--- src/rtl/parity_frame_fsm.sv ---
// ---------------------------------------------------------------------------
// parity_frame_fsm
//
// Streaming parity generator / checker. Data words arrive on a valid/ready
// input and are grouped into frames of FRAME_LEN words. A single parity bit
// is produced per frame on a valid/ready output:
//     par_bit = XOR of every data bit in the frame ^ ODD
//
// Generate mode (check_en=0 on the first word of a frame):
//     FRAME_LEN data words, then the result.
// Check mode (check_en=1 on the first word of a frame):
//     FRAME_LEN data words, then one extra parity word. Bit 0 of that word is
//     the received parity. par_err flags a disagreement with par_bit.
//
// Ports:
//     clk        clock, all state updates on the rising edge
//     rst        synchronous active-low reset
//     in_valid   source has a word
//     in_ready   block can take a word (low while a result is pending)
//     in_data    data word, or the received parity in bit 0 (check mode)
//     check_en   frame mode, sampled on the first accepted word of a frame
//     par_valid  frame result available
//     par_ready  sink takes the result
//     par_bit    frame parity, held between frames
//     par_err    check-mode parity mismatch, held between frames
//     run_odd    running XOR of the data words accepted in this frame
//     frame_cnt  completed frames, wraps
//     err_cnt    frames completed with par_err=1, saturates
// ---------------------------------------------------------------------------
module parity_frame_fsm #(
    parameter int WIDTH     = 8,
    parameter int FRAME_LEN = 4,
    parameter int ODD       = 0,
    parameter int CNT_W     = 16
) (
    input  logic             clk,
    input  logic             rst,
    input  logic             in_valid,
    output logic             in_ready,
    input  logic [WIDTH-1:0] in_data,
    input  logic             check_en,
    output logic             par_valid,
    input  logic             par_ready,
    output logic             par_bit,
    output logic             par_err,
    output logic             run_odd,
    output logic [CNT_W-1:0] frame_cnt,
    output logic [CNT_W-1:0] err_cnt
);

    // state  | meaning
    // -------+-------------------------------------------------------------
    // S_IDLE | waiting for the first word of a frame; latches the mode
    // S_ACC  | folding data words into acc; in check mode, once all data
    //        | words are in, the next word is the received parity
    // S_OUT  | result presented on par_*; input stalled until par_ready

    // Word count must reach FRAME_LEN and still fit, hence FRAME_LEN+2.
    localparam int             CW    = $clog2(FRAME_LEN + 2);
    localparam logic [CW-1:0]  LAST  = CW'(FRAME_LEN);
    localparam logic           ODD_B = (ODD != 0);
    localparam logic           ONE_WORD_FRAME = (FRAME_LEN == 1);

    typedef enum logic [1:0] {
        S_IDLE = 2'd0,
        S_ACC  = 2'd1,
        S_OUT  = 2'd2
    } state_t;

    state_t           state;
    state_t           state_d;
    logic             acc;
    logic             acc_d;
    logic [CW-1:0]    cnt;
    logic [CW-1:0]    cnt_d;
    logic             mode;
    logic             mode_d;
    logic             par_bit_q;
    logic             par_bit_d;
    logic             par_err_q;
    logic             par_err_d;
    logic [CNT_W-1:0] frame_cnt_q;
    logic [CNT_W-1:0] frame_cnt_d;
    logic [CNT_W-1:0] err_cnt_q;
    logic [CNT_W-1:0] err_cnt_d;

    logic             accept;
    logic             word_par;
    logic             err_sat;

    assign accept   = in_valid & in_ready;
    assign word_par = ^in_data;
    assign err_sat  = &err_cnt_q;

    // ------------------------------------------------------------------
    // State and datapath registers
    // ------------------------------------------------------------------
    always_ff @(posedge clk) begin
        if (!rst) begin
            state       <= S_IDLE;
            acc         <= 1'b0;
            cnt         <= '0;
            mode        <= 1'b0;
            par_bit_q   <= 1'b0;
            par_err_q   <= 1'b0;
            frame_cnt_q <= '0;
            err_cnt_q   <= '0;
        end else begin
            state       <= state_d;
            acc         <= acc_d;
            cnt         <= cnt_d;
            mode        <= mode_d;
            par_bit_q   <= par_bit_d;
            par_err_q   <= par_err_d;
            frame_cnt_q <= frame_cnt_d;
            err_cnt_q   <= err_cnt_d;
        end
    end

    // ------------------------------------------------------------------
    // Next-state and datapath update
    // ------------------------------------------------------------------
    always_comb begin
        state_d     = state;
        acc_d       = acc;
        cnt_d       = cnt;
        mode_d      = mode;
        par_bit_d   = par_bit_q;
        par_err_d   = par_err_q;
        frame_cnt_d = frame_cnt_q;
        err_cnt_d   = err_cnt_q;

        case (state)
            S_IDLE: begin
                if (accept) begin
                    acc_d  = word_par;
                    cnt_d  = CW'(1);
                    mode_d = check_en;
                    // A one-word generate frame is complete on its first word.
                    if (ONE_WORD_FRAME && !check_en) begin
                        state_d   = S_OUT;
                        par_bit_d = word_par ^ ODD_B;
                        par_err_d = 1'b0;
                    end else begin
                        state_d = S_ACC;
                    end
                end
            end

            S_ACC: begin
                if (accept) begin
                    if (cnt < LAST) begin
                        acc_d = acc ^ word_par;
                        cnt_d = cnt + 1'b1;
                        if (!mode && (cnt_d == LAST)) begin
                            state_d   = S_OUT;
                            par_bit_d = acc_d ^ ODD_B;
                            par_err_d = 1'b0;
                        end
                    end else begin
                        // Only reachable in check mode: this is the parity
                        // word, compared but never folded into acc.
                        state_d   = S_OUT;
                        par_bit_d = acc ^ ODD_B;
                        par_err_d = in_data[0] ^ (acc ^ ODD_B);
                    end
                end
            end

            S_OUT: begin
                if (par_ready) begin
                    state_d     = S_IDLE;
                    acc_d       = 1'b0;
                    cnt_d       = '0;
                    frame_cnt_d = frame_cnt_q + 1'b1;
                    if (par_err_q && !err_sat) begin
                        err_cnt_d = err_cnt_q + 1'b1;
                    end
                end
            end

            default: begin
                state_d = S_IDLE;
                acc_d   = 1'b0;
                cnt_d   = '0;
            end
        endcase
    end

    // ------------------------------------------------------------------
    // Outputs
    // ------------------------------------------------------------------
    always_comb begin
        in_ready  = (state != S_OUT);
        par_valid = (state == S_OUT);
        par_bit   = par_bit_q;
        par_err   = par_err_q;
        run_odd   = acc;
        frame_cnt = frame_cnt_q;
        err_cnt   = err_cnt_q;
    end

endmodule

--- config.mk ---
export PLATFORM = sky130hd
export DESIGN_NAME = parity_frame_fsm
export DESIGN_NICKNAME = d
export VERILOG_FILES = /design/src/rtl/parity_frame_fsm.sv
export SDC_FILE = /design/constraint.sdc
export NUM_CORES = 1
export LEC_CHECK = 0
export ABC_AREA = 1
export BUFFER_PORTS_ARGS = -buffer_cell sky130_fd_sc_hd__buf_2
export CORE_UTILIZATION = 45
export CTS_BUF_LIST = sky130_fd_sc_hd__clkbuf_16
export DETAILED_ROUTE_END_ITERATION = 10
export GPL_TIMING_DRIVEN = 0
export PLACE_DENSITY = 0.74
export SLEW_MARGIN = 20
export SYNTH_ARGS = -nofsm -noshare
export SYNTH_HDL_FRONTEND = slang
export SYNTH_SLANG_ARGS = --single-unit
export TNS_END_PERCENT = 1
--- constraint.sdc ---
create_clock -name clk -period 1.8 [get_ports clk]
set_clock_uncertainty 0.05 [all_clocks]
set_input_delay 0.09 -clock clk [delete_from_list [all_inputs] [get_ports clk]]
set_output_delay 0.09 -clock clk [all_outputs]
set_load 0.01 [all_outputs]
==> run summary, run 1 <==
outcome - finished, final reports clean
Final setup viols - 0
highest clock rate - 589 MHz
final hold vios - 0
mux share of post-synthesis cell area - 0
CP delay by family, top - simple AND/OR/NAND/NOR gates
worst endpoint required time - 1.89 ns
Post-DRT Antenna Nets - 0
root buffer cell - clkbuf_16
CP endpoint kind - flip-flop
hpwl dp - 3.93 mm
Avg Vias per Cell - 4.91
I/O pin cnt - 50
Core Util, Final - 0.589
Setup TNS - 0 ns
number of synthesized register bits - 41
TritonCTS buffer count - 5
most frequent cells in the layout - nand2_1, inv_1, buf_2, nor2_1, dfxtp_1
Area contributors post-synth - dfxtp_1, nand2_1, inv_1
Syn Area/Cell - 6.52 um^2
mapped cell area - 2330 um^2
cells after synthesis - 358
GR Overflow Total - 0
Synth cell types - 28
Lkg Pwr - 1.34 nW
worst reg2reg endpoint - err_cnt[14]$_SDFFE_PN0P_
area leader, netlist - dfxtp_1
CP most frequent cell - nor2_4
critical path class - flip-flop to flip-flop
compound-gate portion of the synthesized area - 0.139
Syn. warnings - 0
Max Cap Viol - 0
total number of vias - 2,372
WP data arrival - 1.79 ns
Reg2Reg Depth - 11
R2R Setup Slk - 0.10 ns
clk_lat worst skew - 0.28 ns
async set or reset register ratio after synthesis - 0
first-pass GRT wire length - 8.61 mm
vias in the first global route - 1,972
All-Layer GR Usage - 0.204
Initial Util - 0.481
Remaining DRCs - 0
CTS tree - built
Post-CTS Hold Buffers - 0
CP max stage delay - 0.37 ns
P&R area growth vs syn - 22.4%
final period utilization - 0.943
Detailed Routing Iterations Pass 1 - 4
clk slew on worst S/H paths - 0.06 ns
Synth Area in Simple Gates - 0.350
maximum vdd drop - 478 uV
area fraction of the dominant cell type after synthesis - 0.352
worst r2r src - err_cnt[1]$_SDFFE_PN0P_
Finished Cell Area - 2860 um^2
Slew Limit Fails - 0
Chip Width - 74.0 um
pwr dens - 732 nW/um^2
Final min period - 1.70 ns
initial antenna violation count - 0
commonest non-fill, non-tap cell in the layout - nand2_1
Mapped Nets - 375
area share of fa/ha/maj cells after synthesis - 0.0214
Main synth FF type - dfxtp_1
share of layout cells above drive strength 1 - 0.212
port buffer count - 49
CP max FO - 10
CP cell instances - ha_4 -> nand3_2 -> nor2_4 -> inv_2 -> nor2_4 -> nand2_2 -> nand2_4 -> inv_4 -> buf_6 -> nand2_1 -> a21oi_2
Placement Cell Area - 2660 um^2
main combinational cell family by area after synthesis - simple AND/OR/NAND/NOR gates
Total Wirelength - 5.43 mm
XOR/XNOR Fraction of Synth Area - 0.0338
routability cong. - 0.894
Post-synth EDFFs - 0
WHS Path Cells - 3
H-Tree Depth - 2
ANT cells - 0
Seq/Total Area, Yosys - 0.352
final net count - 433
Worst Hold Path EP - mode$_SDFFE_PN0P_
die area - 5480 um^2
Num Clock Sinks - 41
core footprint - 4850 um^2
row count - 25
Die Y - 74.0 um
HP Class - input port to flip-flop
wire length per cell - 11.2 um
slowest CP cell - dfxtp_2
largest net degree at the start of global routing - 13
Buf+Inv Stages, Crit Path - 3
Worst Tran Pin Value - 0.660 ns
startpoint type of the worst setup path - flip-flop
worst hold start - check_en
Max clock buf depth - 2
relative slew slack - 0.560
drt initial violations - 94
-- routing by layer --
| metal | vias up | global-route usage | routed length (um) |
|---|---|---|---|
| li1 | 1237 | - | - |
| met1 | 1067 | 0.263 | 2490 |
| met2 | 61 | 0.340 | 2570 |
| met3 | 7 | 0.0379 | 312 |
| met4 | 0 | 0.0769 | 68 |
| met5 | - | 0 | 0 |
-- per-stage QoR --
stage	power [mW]	std cells	worst slack (ns)	hold WS, ns
floorplan	1.06	358	0.177	0.178
global placement	1.11	474	0.0491	0.289
detailed placement	1.11	474	0.0399	0.305
CTS	2.10	481	0.00222	0.0127
global route	2.16	483	-0.00647	0.0612
finish	2.09	483	0.103	0.00844
-- how the worst max path moves through the flow --
stage | startpoint | end | slack, ns | cells past startpoint
global route | err_cnt[1]$_SDFFE_PN0P_ | err_cnt[14]$_SDFFE_PN0P_ | -0.006 | 11
global placement | err_cnt[0]$_SDFFE_PN0P_ | err_cnt[13]$_SDFFE_PN0P_ | 0.05 | 11
detailed placement | err_cnt[0]$_SDFFE_PN0P_ | err_cnt[14]$_SDFFE_PN0P_ | 0.04 | 11
floorplan | err_cnt[0]$_SDFFE_PN0P_ | err_cnt[13]$_SDFFE_PN0P_ | 0.18 | 11
finish | err_cnt[1]$_SDFFE_PN0P_ | err_cnt[14]$_SDFFE_PN0P_ | 0.10 | 11
CTS | err_cnt[0]$_SDFFE_PN0P_ | err_cnt[14]$_SDFFE_PN0P_ | 0.002 | 11
-- final cells by class --
cell class | instances | area, um^2
fillers | 470 | 1990
multi-input cells | 257 | 1280
flip-flops and latches | 41 | 826
repair buffers | 51 | 260
inverters | 55 | 209
clock buffers | 5 | 125
well taps | 67 | 83.8
clock inverters | 2 | 35.0
plain buffers | 5 | 33.8
-- synth_stat cells, types with 2 or more instances --
cell type and instances:
nand2_1 97, inv_1 50, dfxtp_1 41, nor2_1 41
a21oi_1 29, o21ai_0 24, nand3_1 21, xor2_1 6
a21oi_2 5, ha_1 4, nand2_2 4, nand3_2 4
nor2_4 4, nor3_1 4, inv_2 3, nor2_2 3
xnor2_1 3, a211oi_1 2, buf_1 2, buf_6 2
nor3b_1 2
-- state kept, by name, summed over array words and instances, names as in the netlist --
name	count
err_cnt	16
frame_cnt	16
cnt	3
state	2
mode	1
par_bit	1
par_err	1
run_odd	1
-- report_power, final --
part | switching, mW | internal (mW) | total (mW)
registers | 0.0129 | 0.921 | 0.934
clock network | 0.355 | 0.644 | 0.998
logic | 0.103 | 0.0547 | 0.158
total | 0.471 | 1.62 | 2.09
-- what timing repair did --
action / 4_1_cts / 5_1_grt
setup buffers: 0 / 2
endpoints found under the setup margin: 0 / 15
resized for setup: 0 / 5
-- kinds of logic (layout without fill, tap and decap cells) --
logic type                 Yosys count  after routing
AOI/OAI and AO/OA                   60             60
and+or+nand+nor                    184            184
xor gates and xnor gates             9              9
adders and majority gates            4              4
DFF                                 41             41
buffers and inverters               60            118
-- tightest hold or removal path, cell delays in order --
cell and delay (ns):
buf_2 0.07, o21ai_0 0.07, nor2_1 0.07
Note: power is estimated with default switching activity, not from simulation.
==> inputs of run 2 (changes only) <==
--- a/config.mk
+++ b/config.mk
@@ -8,7 +8,6 @@
 export ABC_AREA = 1
 export BUFFER_PORTS_ARGS = -buffer_cell sky130_fd_sc_hd__buf_2
 export CORE_UTILIZATION = 45
-export CTS_BUF_LIST = sky130_fd_sc_hd__clkbuf_16
 export DETAILED_ROUTE_END_ITERATION = 10
 export GPL_TIMING_DRIVEN = 0
 export PLACE_DENSITY = 0.74
==> run 2 against run 1 <==
Worst hold slack better by 0.032 ns. Core utilization is 0.90 points lower. First-iteration DRC count is 6.4% higher. Die area stayed put. Fmax is 0.68% lower. Largest power group is now registers. Global-route usage is 0.17 points lower. Sequential share of layout area is 0.54 points higher. Critical path depth stayed put. Total power is 13% lower. Critical endpoint is now err_cnt[2]$_SDFFE_PN0P_.
==> run summary, run 2 (synthesis results as in run 1) <==
TritonCTS buffer count - 5 (unchanged)
Setup TNS - 0 ns (unchanged)
total number of vias - 2,374 (was 2,372)
drt initial violations - 100 (was 94)
wire length per cell - 11.2 um (about the same)
I/O pin cnt - 50 (unchanged)
Max clock buf depth - 2 (unchanged)
relative slew slack - 0.561 (was 0.560)
root buffer cell - clkbuf_8 (was clkbuf_16)
Placement Cell Area - 2660 um^2 (unchanged)
row count - 25 (unchanged)
final period utilization - 0.949 (was 0.943)
total power - 1.81 mW (was 2.09 mW)
FF+latch area - 828 um^2 (was 826 um^2)
dpl ws - 0.0399 ns (unchanged)
Hold Slack - 0.0404 ns (was 0.00844 ns)
Worst Tran Pin Value - 0.659 ns (was 0.660 ns)
final hold vios - 0 (unchanged)
routability cong. - 0.894 (unchanged)
hpwl dp - 3.93 mm (unchanged)
pwr dens - 645 nW/um^2 (was 732 nW/um^2)
Remaining DRCs - 0 (unchanged)
Slew Limit Fails - 0 (unchanged)
clk_lat worst skew - 0.30 ns (was 0.28 ns)
critical path class - flip-flop to flip-flop (unchanged)
Detailed Routing Iterations Pass 1 - 4 (unchanged)
CTS tree - built (unchanged)
highest clock rate - 585 MHz (was 589 MHz)
first-pass GRT wire length - 8.53 mm (was 8.61 mm)
vias in the first global route - 1,955 (was 1,972)
Final setup viols - 0 (unchanged)
Post-DRT Antenna Nets - 0 (unchanged)
Finished Cell Area - 2810 um^2 (was 2860 um^2)
HP Class - input port to flip-flop (unchanged)
Fillers - 477 (was 470)
clk slew on worst S/H paths - 0.07 ns (was 0.06 ns)
largest net degree at the start of global routing - 13 (unchanged)
core footprint - 4850 um^2 (unchanged)
Cell Count Post-Placement - 474 (unchanged)
Lkg Pwr - 1.32 nW (was 1.34 nW)
port buffer count - 49 (unchanged)
All-Layer GR Usage - 0.203 (was 0.204)
Core Util, Final - 0.580 (was 0.589)
Initial Util - 0.481 (unchanged)
most frequent cells in the layout - nand2_1, inv_1, buf_2, nor2_1, dfxtp_1 (unchanged)
Max Cap Viol - 0 (unchanged)
commonest non-fill, non-tap cell in the layout - nand2_1 (unchanged)
initial antenna violation count - 0 (unchanged)
share of layout cells above drive strength 1 - 0.211 (was 0.212)
CP max FO - 10 (unchanged)
worst endpoint required time - 1.91 ns (was 1.89 ns)
H-Tree Depth - 2 (unchanged)
maximum vdd drop - 471 uV (was 478 uV)
CP endpoint kind - flip-flop (unchanged)
GR Overflow Total - 0 (unchanged)
startpoint type of the worst setup path - flip-flop (unchanged)
footprint of the multi-input gates - 1280 um^2 (unchanged)
die area - 5480 um^2 (unchanged)
outcome - finished, final reports clean (unchanged)
ANT cells - 0 (unchanged)
Die Y - 74.0 um (unchanged)
Chip Width - 74.0 um (unchanged)
Post-Layout Cell Count - 484 (was 483)
Avg Vias per Cell - 4.90 (was 4.91)
Setup WS post-layout - 0.0913 ns (was 0.103 ns)
R2R Setup Slk - 0.09 ns (was 0.10 ns)
Total Wirelength - 5.40 mm (was 5.43 mm)
P&R area growth vs syn - 20.5% (was 22.4%)
WP data arrival - 1.82 ns (was 1.79 ns)
Num Clock Sinks - 41 (unchanged)
final net count - 434 (was 433)
Final min period - 1.71 ns (was 1.70 ns)
## run 2: cell count changes in the layout (fill, tap and decap cells not counted), sizes merged
cell / delta
dlygate4sd3: +1
## run 2: path summary, 6_finish.rpt
| kind | start | endpoint | cells past startpoint |
|---|---|---|---|
| hold / removal | rst | frame_cnt[3]$_SDFFE_PN0P_ | 3 |
| hold reg to reg | err_cnt[0]$_SDFFE_PN0P_ | err_cnt[0]$_SDFFE_PN0P_ | 1 |
| setup reg to reg | err_cnt[0]$_SDFFE_PN0P_ | err_cnt[2]$_SDFFE_PN0P_ | 11 |
| setup / recovery | err_cnt[0]$_SDFFE_PN0P_ | err_cnt[2]$_SDFFE_PN0P_ | 11 |
## run 2: layout make-up
cell class                 count  area share
sequential                    41       0.295
timing repair buffer          52      0.0961
multi-input combinational    257       0.456
clock inverter                 2      0.0125
tap                           67      0.0298
clock buffer                   5      0.0245
inverter                      55      0.0743
buffer                         5      0.0120
## run 2: metal layers
| metal | GRT usage | up-vias | wire length [um] |
|---|---|---|---|
| met2 | 0.340 | 50 | 2560 |
| met4 | 0.0769 | 0 | 53 |
| li1 | - | 1241 | - |
| met1 | 0.258 | 1074 | 2510 |
| met3 | 0.0379 | 9 | 280 |
| met5 | 0 | - | 0 |
## run 2: power breakdown
group	switching, mW	leakage (nW)	internal, mW
combinational	0.105	0.930	0.0562
sequential	0.0127	0.333	0.918
clock	0.317	0.0540	0.403
## run 2: repair_timing
action,in CTS,in global routing
buffers inserted,0,2
hold buffers,1,0
endpoints found under the setup margin,0,15
resized for setup,0,6
endpoints found under the hold margin,1,0
## run 2: worst max-delay path, cell delays in order (launching register included)
cell,delay (ns)
dfxtp_4,0.38
ha_4,0.15
nand3_2,0.09
nor2_4,0.16
inv_2,0.06
nor2_4,0.11
nand2_2,0.08
nand2_4,0.12
inv_4,0.07
buf_6,0.14
nand2_1,0.09
a21oi_2,0.06
==> inputs of run 3 (changes only) <==
--- a/config.mk
+++ b/config.mk
@@ -5,12 +5,11 @@
 export SDC_FILE = /design/constraint.sdc
 export NUM_CORES = 1
 export LEC_CHECK = 0
-export ABC_AREA = 1
 export BUFFER_PORTS_ARGS = -buffer_cell sky130_fd_sc_hd__buf_2
 export CORE_UTILIZATION = 45
 export DETAILED_ROUTE_END_ITERATION = 10
 export GPL_TIMING_DRIVEN = 0
-export PLACE_DENSITY = 0.74
+export PLACE_DENSITY = 0.75
 export SLEW_MARGIN = 20
 export SYNTH_ARGS = -nofsm -noshare
 export SYNTH_HDL_FRONTEND = slang
==> run 3 against run 2 <==
Clock power down 20%. Critical endpoint is now err_cnt[1]$_SDFFE_PN0P_. Fmax is 0.21% lower. First-iteration DRC count down 35%. Highest routed layer unchanged. Final area decreased by 10%. Routed wire length shrank 19%. Final cell count decreased by 29%.
==> run summary, run 3 <==
outcome - finished, final reports clean (unchanged)
Mapped Nets - 252 (was 375)
Final min period - 1.71 ns (about the same)
Setup TNS - 0 ns (unchanged)
Num Clock Sinks - 41 (unchanged)
drt initial violations - 65 (was 100)
Area contributors post-synth - dfxtp_1, xnor2_1, nor2_1 (was dfxtp_1, nand2_1, inv_1)
highest clock rate - 584 MHz (was 585 MHz)
ANT cells - 0 (unchanged)
final hold vios - 0 (unchanged)
CP cell instances - and3_2 -> nand3_4 -> o41a_1 -> mux2i_1 -> nor2_1 (was ha_4 -> nand3_2 -> nor2_4 -> inv_2 -> nor2_4 -> nand2_2 -> nand2_4 -> inv_4 -> buf_6 -> nand2_1 -> a21oi_2)
Chip Width - 70.3 um (was 74.0 um)
Worst Tran Pin Value - 0.478 ns (was 0.659 ns)
CP delay by family, top - compound AO/OA/AOI/OAI gates (was simple AND/OR/NAND/NOR gates)
relative slew slack - 0.679 (was 0.561)
Lkg Pwr - 1.08 nW (was 1.32 nW)
Post-DRT Antenna Nets - 0 (unchanged)
first-pass GRT wire length - 7.60 mm (was 8.53 mm)
R2R Setup Slk - 0.09 ns (about the same)
pwr dens - 660 nW/um^2 (was 645 nW/um^2)
port buffer count - 49 (unchanged)
P&R area growth vs syn - 19.8% (was 20.5%)
most common library cells after synthesis - nor2_1, dfxtp_1, xnor2_1 (was nand2_1, inv_1, dfxtp_1, nor2_1, a21oi_1)
worst hold start - rst (unchanged)
WP data arrival - 1.82 ns (about the same)
die area - 4950 um^2 (was 5480 um^2)
Max clock buf depth - 2 (unchanged)
Slew Limit Fails - 0 (unchanged)
Max Cap Viol - 0 (unchanged)
cells after synthesis - 235 (was 358)
final net count - 309 (was 434)
Initial Util - 0.476 (was 0.481)
worst r2r src - err_cnt[5]$_SDFFE_PN0P_ (was err_cnt[0]$_SDFFE_PN0P_)
Buf+Inv Stages, Crit Path - 0 (was 3)
TritonCTS buffer count - 5 (unchanged)
initial antenna violation count - 0 (unchanged)
Syn Area/Cell - 8.94 um^2 (was 6.52 um^2)
GR Overflow Total - 0 (unchanged)
final period utilization - 0.951 (was 0.949)
CP max FO - 10 (unchanged)
Avg Vias per Cell - 5.27 (was 4.90)
share of layout cells above drive strength 1 - 0.259 (was 0.211)
row count - 24 (was 25)
RSZ-0062 raised after global routing - yes
vias in the first global route - 1,710 (was 1,955)
critical path class - flip-flop to flip-flop (unchanged)
Main synth FF type - dfxtp_1 (unchanged)
Seq/Total Area, Yosys - 0.390 (was 0.352)
All-Layer GR Usage - 0.188 (was 0.203)
commonest non-fill, non-tap cell in the layout - buf_2 (was nand2_1)
CP max stage delay - 0.50 ns (was 0.38 ns)
worst reg2reg endpoint - err_cnt[1]$_SDFFE_PN0P_ (was err_cnt[2]$_SDFFE_PN0P_)
clk slew on worst S/H paths - 0.08 ns (was 0.07 ns)
largest net degree at the start of global routing - 13 (unchanged)
area leader, netlist - dfxtp_1 (unchanged)
CP endpoint kind - flip-flop (unchanged)
WHS Path Cells - 2 (was 3)
Total Wirelength - 4.35 mm (was 5.40 mm)
most frequent cells in the layout - buf_2, nor2_1, dfxtp_1, xnor2_1, nand2_1 (was nand2_1, inv_1, buf_2, nor2_1, dfxtp_1)
Detailed Routing Iterations Pass 1 - 4 (unchanged)
Worst Hold Path EP - err_cnt[15]$_SDFFE_PN0P_ (was frame_cnt[3]$_SDFFE_PN0P_)
area fraction of the dominant cell type after synthesis - 0.390 (was 0.352)
buffer count from post-CTS setup fixing - 0 (unchanged)
Synth cell types - 43 (was 28)
Post-synth EDFFs - 0 (unchanged)
Reg2Reg Depth - 5 (was 11)
I/O pin cnt - 50 (unchanged)
async set or reset register ratio after synthesis - 0 (unchanged)
count leader, synth - nor2_1 (was nand2_1)
hpwl dp - 3.23 mm (was 3.93 mm)
mapped cell area - 2100 um^2 (was 2330 um^2)
core footprint - 4410 um^2 (was 4850 um^2)
H-Tree Depth - 2 (unchanged)
Syn. warnings - 0 (unchanged)
routability cong. - 0.865 (was 0.894)
Final setup viols - 0 (unchanged)
HP Class - input port to flip-flop (unchanged)
CTS tree - built (unchanged)
clk_lat worst skew - 0.29 ns (was 0.30 ns)
worst endpoint required time - 1.91 ns (about the same)
total number of vias - 1,819 (was 2,374)
Remaining DRCs - 0 (unchanged)
maximum vdd drop - 287 uV (was 471 uV)
wire length per cell - 12.6 um (was 11.2 um)
startpoint type of the worst setup path - flip-flop (unchanged)
number of synthesized register bits - 41 (unchanged)
total power - 1.66 mW (was 1.81 mW)
root buffer cell - clkbuf_8 (unchanged)
Die Y - 70.3 um (was 74.0 um)
slowest CP cell - o41a_1 (was dfxtp_4)
run 3: cell count changes in the layout (fill, tap and decap cells not counted), sizes merged, moves of 7 or more:
cell | previous run | this run
nand4 | 1 | 8
o21ai | 24 | 3
a21oi | 34 | 9
nand2 | 102 | 16
xnor2 | 3 | 19
inv | 54 | 7
nand3 | 25 | 14
xor2 | 6 | 14
run 3: per-layer routing:
layer	GRT usage	share of wire	wire, um	vias to the layer above
li1	-	-	-	928
met1	0.247	0.49	2130	845
met2	0.306	0.46	2000	40
met3	0.0361	0.033	144	6
met4	0.0689	0.015	66	0
met5	0	0	0	-
run 3: area by class of cell:
class	instances	area [um^2]
Multi-Input combinational cell	180	1220
Tap cell	52	65.1
Sequential cell	41	822
Clock buffer	6	72.6
Inverter	7	26.3
Timing Repair Buffer	50	255
Clock inverter	2	10.0
Buffer	7	45.0
Fill cell	421	1900
run 3: kinds of logic (layout without fill, tap and decap cells):
logic type | after synthesis | in the layout | share of synthesized area
AO/OA/AOI/OAI | 22 | 22 | 0.0726
multiplexers | 6 | 6 | 0.0286
XOR/XNOR | 33 | 33 | 0.138
flip-flops | 41 | 41 | 0.390
buffers and inverters | 14 | 72 | 0.0339
adder cells (fa/ha/maj) | 4 | 4 | 0.0238
AND/OR/NAND/NOR | 115 | 115 | 0.313
run 3: what timing repair did:
action                                 in CTS  in global routing
endpoints found under the hold margin       1                  0
hold buffers                                1                  0
setup endpoints to repair                   0                 13
resized for setup                           0                  5
run 3: worst max-delay path by stage:
stage | startpoint | endpoint | slack, ns | cells after the start
after floorplan | err_cnt[4]$_SDFFE_PN0P_ | err_cnt[1]$_SDFFE_PN0P_ | 0.14 | 5
after global placement | err_cnt[4]$_SDFFE_PN0P_ | err_cnt[1]$_SDFFE_PN0P_ | 0.06 | 5
after detailed placement | err_cnt[4]$_SDFFE_PN0P_ | err_cnt[1]$_SDFFE_PN0P_ | 0.02 | 5
after CTS | err_cnt[4]$_SDFFE_PN0P_ | err_cnt[1]$_SDFFE_PN0P_ | 0.005 | 5
after global routing | state[1]$_SDFFE_PN0P_ | err_cnt[12]$_SDFFE_PN0P_ | -0.05 | 7
final | err_cnt[5]$_SDFFE_PN0P_ | err_cnt[1]$_SDFFE_PN0P_ | 0.09 | 5
run 3: where the power goes:
group	total [mW]	leakage (nW)	switching, mW	internal [mW]
logic	0.150	0.700	0.0802	0.0703
registers	0.934	0.332	0.0152	0.919
clock network	0.578	0.0450	0.309	0.269
run 3: worst register-to-register path, stage by stage (launching register included):
cell and delay (ns):
dfxtp_1 0.39, and3_2 0.27, nand3_4 0.16, o41a_1 0.50, mux2i_1 0.18, nor2_1 0.05
run 3: through the flow:
step | hold WS (ns) | util | instance area [um^2] | setup WS (ns) | instances
2_1_floorplan | 0.173 | - | 2100 | 0.138 | 235
6_report | 0.0465 | 0.571 | 2520 | 0.0877 | 345
4_1_cts | 0.0405 | 0.567 | 2500 | 0.00527 | 345
3_5_place_dp | 0.300 | 0.546 | 2410 | 0.0249 | 336
3_3_place_gp | 0.282 | 0.546 | 2410 | 0.0568 | 336
5_1_grt | 0.0598 | 0.571 | 2520 | -0.0480 | 345
